===== src/rtl/uncache_pkg.sv =====
// Shared constants and read-FSM encoding for the uncached access unit.
package uncache_pkg;

  localparam int unsigned UNCACHE_ADDR_W     = 32;
  localparam int unsigned UNCACHE_DATA_W     = 32;
  localparam int unsigned UNCACHE_WBUF_DEPTH = 4;

  typedef enum logic [1:0] {
    ST_IDLE  = 2'd0,
    ST_DRAIN = 2'd1,
    ST_RD    = 2'd2,
    ST_DONE  = 2'd3
  } rd_state_e;

endpackage


===== src/rtl/uncache_wfifo.sv =====
// Posted-store FIFO: DEPTH entries, pointers carry an extra wrap bit for full/empty.
module uncache_wfifo #(
  parameter int unsigned ENT_W = 68,
  parameter int unsigned DEPTH = 4
) (
  input  logic             clk_i,
  input  logic             rst_ni,
  input  logic             push_i,
  input  logic             pop_i,
  input  logic [ENT_W-1:0] wdata_i,
  output logic [ENT_W-1:0] rdata_o,
  output logic             full_o,
  output logic             empty_o
);

  localparam int unsigned PTR_W = $clog2(DEPTH);

  logic [PTR_W:0]   wr_ptr_q, wr_ptr_d;
  logic [PTR_W:0]   rd_ptr_q, rd_ptr_d;
  logic [ENT_W-1:0] mem_q [DEPTH];
  logic             do_push, do_pop;

  assign empty_o = (wr_ptr_q == rd_ptr_q);
  assign full_o  = (wr_ptr_q[PTR_W] != rd_ptr_q[PTR_W]) &&
                   (wr_ptr_q[PTR_W-1:0] == rd_ptr_q[PTR_W-1:0]);

  assign do_push = push_i & ~full_o;
  assign do_pop  = pop_i & ~empty_o;

  assign rdata_o = mem_q[rd_ptr_q[PTR_W-1:0]];

  always_comb begin
    wr_ptr_d = wr_ptr_q;
    rd_ptr_d = rd_ptr_q;
    if (do_push) wr_ptr_d = wr_ptr_q + {{PTR_W{1'b0}}, 1'b1};
    if (do_pop)  rd_ptr_d = rd_ptr_q + {{PTR_W{1'b0}}, 1'b1};
  end

  always_ff @(posedge clk_i or negedge rst_ni) begin
    if (!rst_ni) begin
      wr_ptr_q <= '0;
      rd_ptr_q <= '0;
    end else begin
      wr_ptr_q <= wr_ptr_d;
      rd_ptr_q <= rd_ptr_d;
    end
  end

  // Storage needs no reset: an empty FIFO never exposes it.
  always_ff @(posedge clk_i) begin
    if (do_push) mem_q[wr_ptr_q[PTR_W-1:0]] <= wdata_i;
  end

endmodule


===== src/rtl/uncache_wbuf.sv =====
// Uncached access unit: blocking loads, stores posted through a write FIFO.
// Define UNCACHE_WBUF_EN to build the write buffer; without it stores block until wr_done.
module uncache_wbuf
  import uncache_pkg::*;
#(
  parameter int unsigned ADDR_W     = UNCACHE_ADDR_W,
  parameter int unsigned DATA_W     = UNCACHE_DATA_W,
  parameter int unsigned WBUF_DEPTH = UNCACHE_WBUF_DEPTH
) (
  input  logic                clk,
  input  logic                resetn,
  input  logic                conf_en,
  input  logic [DATA_W/8-1:0] conf_wen,
  input  logic [ADDR_W-1:0]   conf_addr,
  input  logic [DATA_W-1:0]   conf_wdata,
  output logic [DATA_W-1:0]   conf_rdata,
  output logic                stallreq,
  output logic                rd_req,
  output logic [ADDR_W-1:0]   rd_addr,
  input  logic                reload,
  input  logic [DATA_W-1:0]   rd_data,
  output logic                wr_req,
  output logic [DATA_W/8-1:0] wr_wstrb,
  output logic [ADDR_W-1:0]   wr_addr,
  output logic [DATA_W-1:0]   wr_data,
  input  logic                wr_done
);

  localparam int unsigned STRB_W = DATA_W / 8;

  if ((DATA_W % 8) != 0 || WBUF_DEPTH < 2 || (WBUF_DEPTH & (WBUF_DEPTH - 1)) != 0) begin : g_param_chk
    $error("uncache_wbuf: DATA_W must be a multiple of 8 and WBUF_DEPTH a power of two >= 2");
  end

  rd_state_e         state_q, state_d;
  logic [DATA_W-1:0] rdata_q, rdata_d;
  logic              st_req, ld_req;
  logic              fifo_empty, push;
  logic              st_stall, st_done, ld_stall, rd_go;

  assign st_req = conf_en & (|conf_wen);
  assign ld_req = conf_en & ~(|conf_wen);

`ifdef UNCACHE_WBUF_EN
  localparam int unsigned ENT_W = ADDR_W + DATA_W + STRB_W;

  logic             fifo_full, pop;
  logic [ENT_W-1:0] head;

  assign push = st_req & ~fifo_full;
  assign pop  = wr_done & ~fifo_empty;

  uncache_wfifo #(
    .ENT_W (ENT_W),
    .DEPTH (WBUF_DEPTH)
  ) u_wfifo (
    .clk_i   (clk),
    .rst_ni  (resetn),
    .push_i  (push),
    .pop_i   (pop),
    .wdata_i ({conf_addr, conf_wdata, conf_wen}),
    .rdata_o (head),
    .full_o  (fifo_full),
    .empty_o (fifo_empty)
  );

  // Head fields read as zero while empty, so reset clears them without touching storage.
  always_comb begin
    wr_req   = ~fifo_empty;
    wr_addr  = '0;
    wr_data  = '0;
    wr_wstrb = '0;
    if (!fifo_empty) begin
      wr_addr  = head[ENT_W-1 -: ADDR_W];
      wr_data  = head[STRB_W +: DATA_W];
      wr_wstrb = head[STRB_W-1:0];
    end
  end

  assign st_stall = st_req & fifo_full;
  assign st_done  = 1'b0;
`else
  assign fifo_empty = 1'b1;
  assign push       = 1'b0;

  // Blocking store: the request goes straight to the bus and IDLE doubles as the wait state.
  assign wr_req   = resetn & (state_q == ST_IDLE) & st_req;
  assign wr_addr  = wr_req ? conf_addr  : '0;
  assign wr_data  = wr_req ? conf_wdata : '0;
  assign wr_wstrb = wr_req ? conf_wen   : '0;

  assign st_stall = wr_req;
  assign st_done  = wr_req & wr_done;
`endif

  always_comb begin
    state_d  = state_q;
    rdata_d  = rdata_q;
    ld_stall = 1'b0;
    rd_go    = 1'b0;
    unique case (state_q)
      ST_IDLE: begin
        if (ld_req) begin
          ld_stall = 1'b1;
          state_d  = fifo_empty ? ST_RD : ST_DRAIN;
        end else if (st_done) begin
          state_d = ST_DONE;
        end
      end
      ST_DRAIN: begin
        ld_stall = 1'b1;
        if (fifo_empty) state_d = ST_RD;
      end
      ST_RD: begin
        ld_stall = 1'b1;
        rd_go    = fifo_empty & ~push;
        if (rd_go && reload) begin
          rdata_d = rd_data;
          state_d = ST_DONE;
        end
      end
      ST_DONE: state_d = ST_IDLE;
      default: state_d = ST_IDLE;
    endcase
  end

  always_ff @(posedge clk or negedge resetn) begin
    if (!resetn) begin
      state_q <= ST_IDLE;
      rdata_q <= '0;
    end else begin
      state_q <= state_d;
      rdata_q <= rdata_d;
    end
  end

  // Request decode is combinational, so reset must mask the stall directly.
  assign stallreq   = resetn & (ld_stall | st_stall);
  assign rd_req     = rd_go;
  assign rd_addr    = rd_go ? conf_addr : '0;
  assign conf_rdata = rdata_q;

endmodule

===== config.mk =====
export PLATFORM = sky130hd
export DESIGN_NAME = uncache_wbuf
export DESIGN_NICKNAME = d
export VERILOG_FILES = /design/src/rtl/uncache_pkg.sv /design/src/rtl/uncache_wfifo.sv /design/src/rtl/uncache_wbuf.sv
export SDC_FILE = /design/constraint.sdc
export NUM_CORES = 1
export LEC_CHECK = 0
export CAP_MARGIN = 20
export CORE_AREA = 4 4 91 93
export CTS_CLUSTER_SIZE = 10
export DETAILED_ROUTE_END_ITERATION = 16
export DIE_AREA = 0 0 95 97
export DONT_BUFFER_PORTS = 1
export PLACE_DENSITY = 0.38
export SLEW_MARGIN = 20
export SYNTH_ARGS = -nofsm -noshare
export SYNTH_HDL_FRONTEND = slang
export SYNTH_SLANG_ARGS = --single-unit

===== constraint.sdc =====
create_clock -name clk -period 1.8 [get_ports clk]
set_input_delay 0.18 -clock clk [delete_from_list [all_inputs] [get_ports clk]]
set_output_delay 0.18 -clock clk [all_outputs]
set_load 0.05 [all_outputs]

==> flow_summary.ini <==
[die]
die_x_um = 95
ios = 240
start_util_pct = 28.3
rows = 32
core_area_um2 = 7530
fp.dieH_um = 97
dieArea_um2 = 9220

[sta]
period_share_pct = 113
final.min_clock_period_ns = 2.04
worst_pin_slew_ns = 0.513
setup_viol = 65
relSlewSlack_pct = 65.8
finalHoldViolCount = 34
slew_viol_final = 0
timing.hold.ws_ns = -0.408
setup_ws_ns = -0.237
rsz0062_at_grt = yes
timing.fmax_ghz = 0.491
clock_skew_ns = 0.00481

[placed_design]
hpwlAfterDp_um = 6300
place_congestion = 0.776
dp.cells = 355
numPortBuffers = 0

[clock_network]
clk_latency_ns = 0.27
cts_root_buf = clkbuf_8
cts_buffers = 5
cts_tree = yes
cts.reportedPaths.clkPinSlew_ns = 0.07
clkSinkCount = 34
cts_max_level = 2
clock_path_buffers = 2

[drt]
drt_iter0_drc = 26
drt_wl_total_um = 8900
ant_nets = 0
drc = 0
vias_per_cell = 4.83
wire_per_inst_um = 23.1
drt_pass1_iterations = 4
vias = 1860

[grt]
antenna_found_initial = 0
grt_util_all_layers_pct = 16.1
grt_max_degree = 38
grt_pass1_wl_um = 11400
grt-ovfl-total = 0
grt_pass1_vias = 1948

[worst_setup_path]
r2r-start = state_q[1]
critPathMaxStageDelay_ns = 0.39
path_class = register to output pin
path_cells = inv_2, ha_4, and3_4, nor2b_4, buf_6, clkbuf_16, and2_4, buf_12
cp-startpoint = state_q[0]
cp.buffers_inverters = 4
critical_path.top_delay_family = buffers and inverters
crit_end = wr_data[2]
crit_path_max_fanout = 8
r2r_cells = 8
critPathLaunchType = register
crit_path_top_delay_cell = dfrtp_1
worstPathRequired_ns = 1.62
ff2ff_setup_slack_ns = 0.12
reg2reg_to = state_q[0]
cp.depth = 8
crit_arrival_ns = 1.86
end_kind = output pin

[synth]
synthTopCellsByArea = dfrtp_1, and2_1, mux2_2
synth_common_cells = and2_1, dfrtp_1, mux2_2, buf_6, ha_1
yosysUniqueCellTypes = 20
syn-cell-area_um2 = 2130
synth_edf_count = 0
synth-main-ff-cell = dfrtp_1
syn_area_per_cell_um2 = 10.5
synth_top_area_cell = dfrtp_1
synth_seq_cells = 34
synth_top_area_share_pct = 40.0
yosys_warnings = 0
syn_nets = 312
yosysSeqAreaShare_pct = 40.0
async_flop_share_pct = 100
synthCells = 202
yosysMostFrequentCell = and2_1

[cells_and_area]
post-route-util_pct = 54.2
stdcell_count = 385
drive_above_1_share_pct = 83.7
regArea_um2 = 851
final_nets = 392
fillers = 624
multi_input_area_um2 = 1470
area_growth_pct = 91.8
antenna_cells = 0

[pwr]
power.density_nw_per_um2 = 1950
irDropWorstVdd_mv = 1.04
p_leak_nw = 1.80

[worst_hold_path]
holdCritPathClass = primary input to async pin

[run_status]
outcome = finished with violations
violations = negative hold slack, negative setup slack

[run]
max-cap-violations = 0
-- per-stage QoR --
stage	total power, W	hold slack [ns]	area (µm²)	worst slack, ns	setup TNS, ns
after floorplan	0.00496	-0.116	2200	-0.112	-1.02
after global placement	0.00641	-0.115	3400	0.0922	0
after detailed placement	0.00651	-0.115	3400	-0.0261	-0.965
after CTS	0.00738	-0.422	3760	-0.224	-11.39
after global routing	0.00825	-0.428	4080	-0.296	-15.55
final	0.00796	-0.408	4080	-0.237	-11.23
-- where the power goes --
group	internal, W	switching, W	leakage (nW)
clock	0.000307	0.000259	0.0472
combinational	0.00237	0.00229	1.35
sequential	0.00114	0.00160	0.399
total	0.00381	0.00415	1.80
-- worst register-to-register path: cells and delay by family, from the launching register on --
| kind | cells | cell delay (ns) |
|---|---|---|
| AOI/OAI and AO/OA | 1 | 0.05 |
| adders and majority gates | 1 | 0.20 |
| buffers and inverters | 4 | 0.54 |
| DFF | 1 | 0.39 |
| muxes | 1 | 0.28 |
| and+or+nand+nor | 1 | 0.11 |
-- flip-flops by register name (all words and copies together) (netlist names) --
name,flops
conf_rdata,32
state_q,2
-- area by class of cell --
type	instances	share of cell area (%)
multi-input combinational	152	36.1
clock inverter	2	0.307
tap	102	3.13
timing repair buffer	86	37.3
clock buffer	6	2.02
sequential	34	20.8
inverter	3	0.276
-- worst min path at each step --
stage	slack, ns	endpoint	startpoint	depth (start not counted)
after global placement	-0.11	conf_rdata[1]	resetn	0
after detailed placement	-0.12	conf_rdata[30]	resetn	0
after CTS	-0.42	conf_rdata[30]	resetn	0
after floorplan	-0.12	conf_rdata[0]	resetn	0
final	-0.41	conf_rdata[30]	resetn	0
after global routing	-0.43	conf_rdata[16]	resetn	0
-- cell families after synthesis --
logic type	after synthesis	share of synthesized area, %
AOI/OAI and AO/OA	5	1.88
adders and majority gates	5	2.94
buffers and inverters	16	5.17
DFF	34	40.0
muxes	34	17.9
and+or+nand+nor	108	32.1
-- routing by layer --
layer | up-vias | global-route usage (%) | share of wire [%]
li1 | 808 | - | -
met3 | 12 | 5.83 | 10
met5 | - | 0 | 0
met4 | 0 | 3.77 | 1.8
met1 | 922 | 14.4 | 30
met2 | 118 | 32.8 | 58
-- cell usage in the layout (no fill, tap or decap), drive strengths merged --
cell type and n:
clkinv 1, mux2i 1, a31oi 1, a21bo 1
o21a 1, and2 100, nor4 1, inv 3
clkinvlp 1, and3 1, mux2 33, clkbuf 9
ha 5, nor2 1, a21oi 1, o221a 1
buf 83, nor2b 2, nand2 2, nand2b 1
dfrtp 34
-- repair_timing --
| action | CTS | global route |
|---|---|---|
| buffers inserted | 9 | 6 |
| setup endpoints to repair | 102 | 102 |
| hold endpoints to repair | 34 | 34 |
| pin swaps | 29 | 38 |
| gates cloned | 4 | 6 |
| resized for setup | 48 | 79 |
Power figures use the tool's default switching activity.
